==> config.mk <==
export PLATFORM = sky130hd
export DESIGN_NAME = routing_seq_ctrl_flat
export DESIGN_NICKNAME = d
export VERILOG_FILES = /design/src/rtl/routing_seq_ctrl_if.sv /design/src/rtl/routing_seq_ctrl.sv /design/src/flat_wrapper.sv
export SDC_FILE = /design/constraint.sdc
export NUM_CORES = 1
export LEC_CHECK = 0
export ABC_AREA = 1
export ABC_CLOCK_PERIOD_IN_PS = 1600
export BUFFER_PORTS_ARGS = -buffer_cell sky130_fd_sc_hd__buf_4
export CAP_MARGIN = 20
export CORE_ASPECT_RATIO = 2
export CORE_UTILIZATION = 50
export CTS_BUF_LIST = sky130_fd_sc_hd__clkbuf_4
export DETAILED_ROUTE_END_ITERATION = 7
export MAX_ROUTING_LAYER = met4
export PLACE_DENSITY = 0.74
export SKIP_LAST_GASP = 1
export SLEW_MARGIN = 20
export SYNTH_ARGS = -nofsm -noshare
export SYNTH_HDL_FRONTEND = slang
export SYNTH_SLANG_ARGS = --single-unit
==> constraint.sdc <==
create_clock -name clk -period 1.6 [get_ports clk]
set_input_delay 0.24 -clock clk [delete_from_list [all_inputs] [get_ports clk]]
set_output_delay 0.24 -clock clk [all_outputs]
set_load 0.05 [all_outputs]
==> src/rtl/routing_seq_ctrl_if.sv <==
// Command, data-handshake and routing-array control bundle for routing_seq_ctrl.
// The slave modport is the sequencer's view; the master modport is the command source's view.
interface routing_seq_ctrl_if #(
  parameter int CNT_W = 8
);
  logic             cmd_vld;
  logic             cmd_rdy;
  logic [2:0]       cmd_mode;
  logic [1:0]       cmd_stride;
  logic [CNT_W-1:0] cmd_beats;
  logic             abort;
  logic             din_vld;
  logic             din_rdy;
  logic [2:0]       calculation_mode;
  logic [1:0]       stride;
  logic             bitmask_reload;
  logic             bitmask_shift;
  logic             routing_in_vld;
  logic             sparse_start;
  logic             weight_uncompress_done;
  logic             uncompress_update;
  logic [1:0]       shift_phase;
  logic             busy;
  logic             done;
  logic             err;

  modport slave (
    input  cmd_vld, cmd_mode, cmd_stride, cmd_beats, abort, din_vld,
           weight_uncompress_done,
    output cmd_rdy, din_rdy, calculation_mode, stride, bitmask_reload,
           bitmask_shift, routing_in_vld, sparse_start, uncompress_update,
           shift_phase, busy, done, err
  );

  modport master (
    output cmd_vld, cmd_mode, cmd_stride, cmd_beats, abort, din_vld,
           weight_uncompress_done,
    input  cmd_rdy, din_rdy, calculation_mode, stride, bitmask_reload,
           bitmask_shift, routing_in_vld, sparse_start, uncompress_update,
           shift_phase, busy, done, err
  );
endinterface

==> src/rtl/routing_seq_ctrl.sv <==
// Sequencer that loads a routing command, optionally runs the sparse decompressor,
// then streams data beats into the routing array while rotating the bitmask.
module routing_seq_ctrl #(
  parameter int CNT_W    = 8,
  parameter int WDOG_MAX = 255
) (
  input  logic              clk,
  input  logic              rstn,
  routing_seq_ctrl_if.slave bus
);

  localparam int WDOG_W = $clog2(WDOG_MAX + 1);

  typedef enum logic [2:0] {
    ST_IDLE,
    ST_LOAD,
    ST_SP_START,
    ST_SP_WAIT,
    ST_SP_UPD,
    ST_STREAM,
    ST_DONE
  } state_e;

  state_e           state_q, state_d;
  logic [2:0]       mode_q, mode_d;
  logic [1:0]       stride_q, stride_d;
  logic [CNT_W-1:0] cnt_q, cnt_d;
  logic [WDOG_W-1:0] wdog_q, wdog_d;
  logic [1:0]       phase_q, phase_d;
  logic             err_q, err_d;

  logic mode_ok;
  logic is_sparse;
  logic act;

  assign mode_ok   = (bus.cmd_mode == 3'b001) || (bus.cmd_mode == 3'b010) ||
                     (bus.cmd_mode == 3'b101);
  assign is_sparse = (mode_q == 3'b001);

  always_ff @(posedge clk) begin
    if (!rstn) begin
      state_q  <= ST_IDLE;
      mode_q   <= '0;
      stride_q <= '0;
      cnt_q    <= '0;
      wdog_q   <= '0;
      phase_q  <= '0;
      err_q    <= 1'b0;
    end else begin
      state_q  <= state_d;
      mode_q   <= mode_d;
      stride_q <= stride_d;
      cnt_q    <= cnt_d;
      wdog_q   <= wdog_d;
      phase_q  <= phase_d;
      err_q    <= err_d;
    end
  end

  always_comb begin
    state_d  = state_q;
    mode_d   = mode_q;
    stride_d = stride_q;
    cnt_d    = cnt_q;
    wdog_d   = wdog_q;
    phase_d  = phase_q;
    err_d    = 1'b0;

    case (state_q)
      ST_IDLE: begin
        if (bus.cmd_vld) begin
          if (mode_ok) begin
            mode_d   = bus.cmd_mode;
            stride_d = bus.cmd_stride;
            cnt_d    = bus.cmd_beats;
            state_d  = (bus.cmd_beats == '0) ? ST_DONE : ST_LOAD;
          end else begin
            err_d = 1'b1;
          end
        end
      end
      ST_LOAD: begin
        phase_d = 2'd0;
        wdog_d  = '0;
        state_d = is_sparse ? ST_SP_START : ST_STREAM;
      end
      ST_SP_START: state_d = ST_SP_WAIT;
      ST_SP_WAIT: begin
        if (bus.weight_uncompress_done) begin
          state_d = ST_SP_UPD;
        end else if (wdog_q == WDOG_W'(WDOG_MAX - 1)) begin
          err_d   = 1'b1;
          state_d = ST_IDLE;
        end else begin
          wdog_d = wdog_q + 1'b1;
        end
      end
      ST_SP_UPD: state_d = ST_STREAM;
      ST_STREAM: begin
        if (bus.din_vld) begin
          cnt_d = cnt_q - 1'b1;
          // Stride 00 walks all four rotation slots; wider strides only alternate two.
          if (!is_sparse) begin
            phase_d = (stride_q == 2'b00) ? phase_q + 2'd1 : {1'b0, ~phase_q[0]};
          end
          if (cnt_q == CNT_W'(1)) begin
            state_d = ST_DONE;
          end
        end
      end
      ST_DONE: state_d = ST_IDLE;
      default: state_d = ST_IDLE;
    endcase

    if (bus.abort && (state_q != ST_IDLE)) begin
      state_d = ST_IDLE;
      cnt_d   = cnt_q;
      wdog_d  = wdog_q;
      phase_d = phase_q;
      err_d   = 1'b0;
    end
  end

  // An abort cycle keeps busy up but silences every strobe, including din_rdy.
  assign act = rstn && !(bus.abort && (state_q != ST_IDLE));

  always_comb begin
    bus.cmd_rdy           = (state_q == ST_IDLE);
    bus.busy              = rstn && (state_q != ST_IDLE);
    bus.din_rdy           = act && (state_q == ST_STREAM);
    bus.routing_in_vld    = act && (state_q == ST_STREAM) && bus.din_vld;
    bus.bitmask_shift     = act && (state_q == ST_STREAM) && bus.din_vld && !is_sparse;
    bus.bitmask_reload    = act && (state_q == ST_LOAD);
    bus.sparse_start      = act && (state_q == ST_SP_START);
    bus.uncompress_update = act && (state_q == ST_SP_UPD);
    bus.done              = act && (state_q == ST_DONE);
    bus.err               = rstn && err_q;
    bus.calculation_mode  = mode_q;
    bus.stride            = stride_q;
    bus.shift_phase       = phase_q;
  end

endmodule

==> src/flat_wrapper.sv <==
// flat-port wrapper written by rule: the top's interface ports become plain ports
module routing_seq_ctrl_flat 
#(
  parameter int CNT_W    = 8,
  parameter int WDOG_MAX = 255
)
  (clk, rstn, bus_cmd_vld, bus_cmd_mode, bus_cmd_stride, bus_cmd_beats, bus_abort, bus_din_vld, bus_weight_uncompress_done, bus_cmd_rdy, bus_din_rdy, bus_calculation_mode, bus_stride, bus_bitmask_reload, bus_bitmask_shift, bus_routing_in_vld, bus_sparse_start, bus_uncompress_update, bus_shift_phase, bus_busy, bus_done, bus_err);
  routing_seq_ctrl_if #(.CNT_W(CNT_W)) bus_i ();
  input  logic clk;
  input  logic rstn;
  input wire logic [$bits(bus_i.cmd_vld)-1:0] bus_cmd_vld;
  input wire logic [$bits(bus_i.cmd_mode)-1:0] bus_cmd_mode;
  input wire logic [$bits(bus_i.cmd_stride)-1:0] bus_cmd_stride;
  input wire logic [$bits(bus_i.cmd_beats)-1:0] bus_cmd_beats;
  input wire logic [$bits(bus_i.abort)-1:0] bus_abort;
  input wire logic [$bits(bus_i.din_vld)-1:0] bus_din_vld;
  input wire logic [$bits(bus_i.weight_uncompress_done)-1:0] bus_weight_uncompress_done;
  output wire logic [$bits(bus_i.cmd_rdy)-1:0] bus_cmd_rdy;
  output wire logic [$bits(bus_i.din_rdy)-1:0] bus_din_rdy;
  output wire logic [$bits(bus_i.calculation_mode)-1:0] bus_calculation_mode;
  output wire logic [$bits(bus_i.stride)-1:0] bus_stride;
  output wire logic [$bits(bus_i.bitmask_reload)-1:0] bus_bitmask_reload;
  output wire logic [$bits(bus_i.bitmask_shift)-1:0] bus_bitmask_shift;
  output wire logic [$bits(bus_i.routing_in_vld)-1:0] bus_routing_in_vld;
  output wire logic [$bits(bus_i.sparse_start)-1:0] bus_sparse_start;
  output wire logic [$bits(bus_i.uncompress_update)-1:0] bus_uncompress_update;
  output wire logic [$bits(bus_i.shift_phase)-1:0] bus_shift_phase;
  output wire logic [$bits(bus_i.busy)-1:0] bus_busy;
  output wire logic [$bits(bus_i.done)-1:0] bus_done;
  output wire logic [$bits(bus_i.err)-1:0] bus_err;
  assign bus_i.cmd_vld = bus_cmd_vld;
  assign bus_i.cmd_mode = bus_cmd_mode;
  assign bus_i.cmd_stride = bus_cmd_stride;
  assign bus_i.cmd_beats = bus_cmd_beats;
  assign bus_i.abort = bus_abort;
  assign bus_i.din_vld = bus_din_vld;
  assign bus_i.weight_uncompress_done = bus_weight_uncompress_done;
  assign bus_cmd_rdy = bus_i.cmd_rdy;
  assign bus_din_rdy = bus_i.din_rdy;
  assign bus_calculation_mode = bus_i.calculation_mode;
  assign bus_stride = bus_i.stride;
  assign bus_bitmask_reload = bus_i.bitmask_reload;
  assign bus_bitmask_shift = bus_i.bitmask_shift;
  assign bus_routing_in_vld = bus_i.routing_in_vld;
  assign bus_sparse_start = bus_i.sparse_start;
  assign bus_uncompress_update = bus_i.uncompress_update;
  assign bus_shift_phase = bus_i.shift_phase;
  assign bus_busy = bus_i.busy;
  assign bus_done = bus_i.done;
  assign bus_err = bus_i.err;
  routing_seq_ctrl #(.CNT_W(CNT_W), .WDOG_MAX(WDOG_MAX)) u_core (.clk(clk), .rstn(rstn), .bus(bus_i));
endmodule
==> results of run 1 <==
-- layout by cell type, fill, tap and decap left out --
| cell | n |
|---|---|
| nand3_1 | 18 |
| nor3_1 | 1 |
| nand4_1 | 4 |
| buf_8 | 1 |
| dfxtp_2 | 1 |
| nand2_2 | 2 |
| o21ai_1 | 3 |
| buf_6 | 15 |
| a21oi_1 | 19 |
| ha_1 | 4 |
| nand2_1 | 83 |
| inv_2 | 2 |
| or2_2 | 2 |
| inv_6 | 1 |
| dfxtp_1 | 24 |
| nor3_2 | 1 |
| nor3_4 | 1 |
| inv_1 | 26 |
| buf_4 | 50 |
| nor2_1 | 42 |
| nand2_4 | 8 |
| nor2_4 | 6 |
| nor4_4 | 1 |
| o21a_1 | 1 |
| nand3_4 | 2 |
| o21ai_0 | 15 |
| nand3_2 | 4 |
| dfxtp_4 | 2 |
| clkbuf_4 | 3 |
| inv_4 | 2 |
| clkinv_2 | 2 |
| nor2_2 | 6 |
| xor2_1 | 4 |
-- worst max-delay path, stage by stage (launching register included) --
cell and delay (ps):
dfxtp_4 390, nor2_4 130, nand2_4 70, nand2_4 70
nand2_4 70, nor4_4 300, buf_6 200
-- through the flow --
stage	TNS (ps)	instance area [um2]	power, mW
after floorplan	-298.5	1819	2.373
after global placement	0	2226	2.932
after detailed placement	0	2226	2.962
after CTS	-984.1	2409	3.487
after global routing	-2621	2517	4.001
final	-1115	2517	3.747
-- final cells by class --
type	instances	area, um2	area share
inverters	32	130.1	0.05169
repair buffers	66	559.3	0.2222
flip-flops and latches	27	549.3	0.2182
well taps	32	40.04	0.01590
clock buffers	3	22.52	0.008946
clock inverters	1	6.256	0.002485
multi-input cells	227	1210	0.4806
-- final timing paths --
path	end	depth (start not counted)	slack, ps	from
max reg2reg	u_core.wdog_q[1]	12	-10	u_core.state_q[2]
min reg2reg	u_core.bus.calculation_mode[0]	2	490	u_core.bus.calculation_mode[0]
max	bus_done	6	-210	u_core.state_q[0]
min	u_core.bus.calculation_mode[1]	2	80	bus_cmd_mode[0]
-- routing by layer --
metal	up-vias	share of wire	global-route usage
met5	-	0	-
li1	1047	-	-
met4	0	0.039	0.1506
met3	20	0.031	0.01684
met1	952	0.34	0.2803
met2	49	0.59	0.5902
-- state kept, by name (all words and copies together) (netlist names) --
name,flops
u_core.err_q,1
u_core.state_q,3
u_core.bus.calculation_mode,3
u_core.bus.shift_phase,2
u_core.bus.stride,2
u_core.cnt_q,8
u_core.wdog_q,8
-- power by group through the flow --
stage / sequential [mW] / combinational [mW] / clock (mW)
2_1_floorplan: 1.02 / 1.36 / 0
3_3_place_gp: 0.961 / 1.97 / 0
3_5_place_dp: 0.965 / 2.00 / 0
4_1_cts: 0.935 / 2.22 / 0.331
5_1_grt: 0.958 / 2.69 / 0.353
6_report: 0.939 / 2.48 / 0.333
-- kinds of logic after synthesis --
| group | Yosys count |
|---|---|
| adders and majority gates | 4 |
| AOI/OAI and AO/OA | 38 |
| buffers and inverters | 36 |
| DFF | 27 |
| xor gates and xnor gates | 4 |
| and+or+nand+nor | 181 |
-- what timing repair did --
| item | in CTS | in global routing |
|---|---|---|
| endpoints found under the hold margin | 0 | 0 |
| setup buffers | 10 | 4 |
| gates resized for setup | 21 | 20 |
| pin swaps | 7 | 9 |
| endpoints found under the setup margin | 9 | 19 |
==> out/qor.yml, run 1 <==
power_and_ir_drop:
  power_density_nw_per_um2: 1489
  pwr-share-clk: 0.089
  seqPwrFrac: 0.251
  switching_share: 0.5125
  power_switching_mw: 1.920
  power_leakage_nw: 1.209
  power.internal_mw: 1.827
  combPwrFrac: 0.660
  ir_drop_v: 0.0009660
sta:
  fin_crit_ps: 1810
  setup_viol: 11
  drv_slew: 0
  post-route-period-util: 1.131
  rsz0062_at_grt: "true"
  fin_ws_ps: -210.0
  maxSlewHeadroom: 0.8090
  fmax_mhz: 552.5
  fin_skew_ps: 5.145
  hold_ws_ps: 81.21
  hold_viol_final: 0
  tightestPinTransition_ps: 285.4
final_layout:
  fillers: 277
  final_util: 0.7452
  fin_nets: 380
  drive_gt1_frac: 0.3146
  syn_to_final_growth_pct: 43.92
  diodes: 0
  final_cells: 388
critical_path:
  criticalPathCategory: "reg2out"
  end_kind: "primary output"
  cp.required_ps: 1360
  crit_path_start_kind: "register"
  critPathArrivalTime_ps: 1570
  cp_max_fo: 3
place:
  dp_slack_ps: 94.04
  gp_congestion: 0.8680
  dp_hpwl_mm: 4.012
  portBuffers: 35
  dp.cells: 370
logic_synthesis:
  synth_cell_types: 24
  ys_seq_elements: 27
  yosys_warnings: 0
  synth_top_flop_cell: "dfxtp_1"
  synthAdderAreaFrac: 0.02861
  synth-simple-area-share: 0.4521
  yosys-top-cells-count: "nand2_1 (87), nor2_1 (50), dfxtp_1 (27), inv_1 (27), nand3_1 (20)"
  synth-compound-area-share: 0.1102
  yosysMostFrequentCell: "nand2_1"
  synth_top_area_cell: "dfxtp_1"
  synthXorXnorAreaFrac: 0.02003
  async_reset_ff_frac: 0
  netlist_area_um2: 1749
  synth_top_family_by_area: "simple AND/OR/NAND/NOR gates"
  postSynthCellCount: 290
  syn_nets: 313
  synth_top_cell_area_share: 0.3090
  muxShareOfSynthArea: 0
  synth.area.top_cells: "dfxtp_1 (31%), nand2_1 (19%), nor2_1 (11%), inv_1 (5.8%), nand3_1 (5.7%)"
  synth_seq_area_share: 0.3090
  avgSynthCellArea_um2: 6.032
  synth_edf_count: 0
global_route:
  grt_pass1_vias: 1957
  grt-ovfl-total: 0
  grt_usage: 0.3051
  grt_max_degree: 17
  grt_pass1_wl_mm: 8.383
  antenna_found_initial: 0
clocking:
  clock-sinks: 27
  htree_levels: 1
  clockBufferDepth: 2
  clk_latency_ps: 340
  cts_buffers: 3
  cts_tree: "built"
  cts_root_buf: "clkbuf_4"
  cts.clk_slew.worst_paths_ps: 170
  hold_buffers: 0
floorplanning:
  die_w_um: 43.83
  die_area_um2: 3753
  core_um2: 3378
  initial_core_util: 0.5178
  fp.dieH_um: 85.65
  io_pins: 36
  placementRows: 30
detailed_routing:
  drc: 3
  drt-vias-per-instance: 5.330
  drt_iter0_drc: 60
  antenna_left: 0
  wl_mm: 5.387
  via_count: 2068
  dr.pass1.iters: 6
  route.detailed.wl_per_inst_um: 13.88
run:
  drv_cap: 0
run_status:
  status: "finished, violations left"
  violations: "DRC, setup timing"
hold_path:
  hp-class: "in2reg"
(Power assumes the default switching activity.)
==> inputs of run 2 (changes only) <==
--- a/config.mk
+++ b/config.mk
@@ -15,7 +15,6 @@
 export DETAILED_ROUTE_END_ITERATION = 7
 export MAX_ROUTING_LAYER = met4
 export PLACE_DENSITY = 0.74
-export SKIP_LAST_GASP = 1
 export SLEW_MARGIN = 20
 export SYNTH_ARGS = -nofsm -noshare
 export SYNTH_HDL_FRONTEND = slang
==> run 2 against run 1 <==
Effect of this change:
- the flow still finishes with violations (DRC, setup timing)
- core utilization increased by 0.37 points
- die area is the same
- register-to-register slack lost 40 ps
- sequential cell count unchanged
- worst setup slack got worse by 30 ps
- routed wire length is 1.3% higher
- cell count unchanged
- critical path type unchanged
- critical endpoint unchanged
- fmax decreased by 1.6%
- highest routed layer unchanged
- cell area rose by 0.50%
==> out/qor.yml, run 2 (synthesized netlist as in run 1, its figures left out) <==
sta:
  fin_ws_ps: -239.9
  post-route-period-util: 1.150
  tightestPinTransition_ps: 283.3
  fin_skew_ps: 7.473
  drv_slew: 0
  rsz0062_at_grt: "true"
  setup_viol: 14
  hold_viol_final: 0
  fmax_mhz: 543.5
  maxSlewHeadroom: 0.8104
  fin_crit_ps: 1840
final_layout:
  diodes: 0
  final_common_cell: "nand2_1"
  syn_to_final_growth_pct: 44.64
  fin_nets: 380
  drive_gt1_frac: 0.3202
  reg.largest.list: "u_core.cnt_q x8, u_core.wdog_q x8"
  multiInputGateArea_um2: 1217
  seq_area_um2: 549.3
  fillers: 273
  layout_common_cells: "nand2_1 (83), buf_4 (49), nor2_1 (42), inv_1 (26), dfxtp_1 (24)"
global_route:
  grt_usage: 0.3051
  grt_max_degree: 17
  grt_pass1_wl_mm: 8.383
  grt_pass1_vias: 1957
  grt-ovfl-total: 0
  antenna_found_initial: 0
detailed_routing:
  drt_iter0_drc: 70
  wl_mm: 5.458
  drt-vias-per-instance: 5.345
  antenna_left: 0
  via_count: 2074
  drc: 3
  dr.pass1.iters: 6
  route.detailed.wl_per_inst_um: 14.07
critical_path:
  cp_max_fo: 3
  criticalPathCategory: "reg2out"
  crit_buf_inv: 1
  cp.required_ps: 1360
  critical-path-top-delay-family: "simple AND/OR/NAND/NOR gates"
  end_kind: "primary output"
  reg2regPathDepth: 10
  crit_chain: "nor2_4, nand2_4, nand2_4, nand2_4, nor4_4, buf_6"
  critPathMostFrequentCell: "nand2_4"
  critPathArrivalTime_ps: 1600
  rr_endpoint: "u_core.cnt_q[4]"
  crit_path_top_delay_cell: "dfxtp_4"
  worstReg2RegStart: "u_core.state_q[0]"
  crit_path_start_kind: "register"
  ff2ff_setup_slack_ps: -50
  critPathMaxStageDelay_ps: 390
floorplanning:
  initial_core_util: 0.5178
  die_w_um: 43.83
  fp.dieH_um: 85.65
  io_pins: 36
  die_area_um2: 3753
  core_um2: 3378
  placementRows: 30
hold_path:
  hold_depth: 2
  hp-class: "in2reg"
  hp-start: "bus_cmd_mode[0]"
  holdPathEnd: "u_core.bus.calculation_mode[1]"
clocking:
  htree_levels: 1
  hold_buffers: 0
  clock-sinks: 27
  clk_latency_ps: 350
  clockBufferDepth: 2
  cts.clk_slew.worst_paths_ps: 170
  cts_buffers: 3
  cts_root_buf: "clkbuf_4"
  cts_tree: "built"
place:
  gp_congestion: 0.8680
  dp_slack_ps: 94.04
  portBuffers: 35
  dp_hpwl_mm: 4.012
power_and_ir_drop:
  combPwrFrac: 0.662
  pwr-share-clk: 0.089
  switching_share: 0.5125
  ir_drop_v: 0.0009693
  power.internal_mw: 1.842
  power_switching_mw: 1.936
  seqPwrFrac: 0.249
  power_density_nw_per_um2: 1494
  power_leakage_nw: 1.211
  total_power_mw: 3.779
run:
  drv_cap: 0
run_status:
  status: "finished, violations left"
  violations: "DRC, setup timing"
[run 2: worst max path at each step]
stage,from,to,depth (start not counted),slack [ps]
after detailed placement,u_core.state_q[0],bus_done,6,90
final,u_core.state_q[0],bus_done,6,-240
after global routing,u_core.state_q[0],bus_bitmask_shift,7,-300
after floorplan,u_core.state_q[0],bus_done,6,-190
after global placement,u_core.state_q[0],bus_bitmask_shift,7,120
after CTS,u_core.state_q[1],bus_bitmask_shift,7,-180
[run 2: area by class of cell]
cell class                 count  share of cell area
inverter                      32             0.05193
multi-input combinational    227              0.4812
timing repair buffer          66              0.2226
clock buffer                   3            0.008902
clock inverter                 1            0.002473
sequential                    27              0.2171
tap                           32             0.01583
[run 2: timing repair]
item | in CTS | in global routing
cloned | 0 | 0
setup buffers | 10 | 4
pin swaps | 8 | 15
setup endpoints to repair | 9 | 19
gates resized for setup | 22 | 24
[run 2: per-layer routing]
metal / track usage / up-vias / routed length [um]
li1: - / 1047 / -
met1: 0.2803 / 960 / 1959
met2: 0.5902 / 48 / 3162
met3: 0.01684 / 19 / 146
met4: 0.1506 / 0 / 189
met5: - / - / 0
[run 2: through the flow]
step           cells  TNS, ps  hold slack [ps]  cell area (um2)    util
2_1_floorplan    290   -298.5            329.4             1819       -
3_3_place_gp     370        0            452.6             2226  0.6589
3_5_place_dp     370        0            457.1             2226  0.6589
4_1_cts          384   -931.6            82.74             2409  0.7130
5_1_grt          388    -2825            76.14             2530  0.7489
6_report         388    -1395            80.25             2530  0.7489
[run 2: worst reg2reg max path: stages (launching register included)]
cell and delay [ps]:
dfxtp_4 400, buf_4 110, inv_2 50, nor2_4 170, nand3_4 130, buf_6 140
nand2_4 70, nand2_2 70, nor2_4 220, nand2_1 110, a21oi_2 120
[run 2: power by group through the flow]
stage | Combinational [mW] | Sequential (mW) | Clock (mW)
floorplan | 1.36 | 1.02 | 0
global placement | 1.97 | 0.961 | 0
detailed placement | 2.00 | 0.965 | 0
CTS | 2.22 | 0.935 | 0.331
global route | 2.72 | 0.960 | 0.353
finish | 2.50 | 0.942 | 0.336
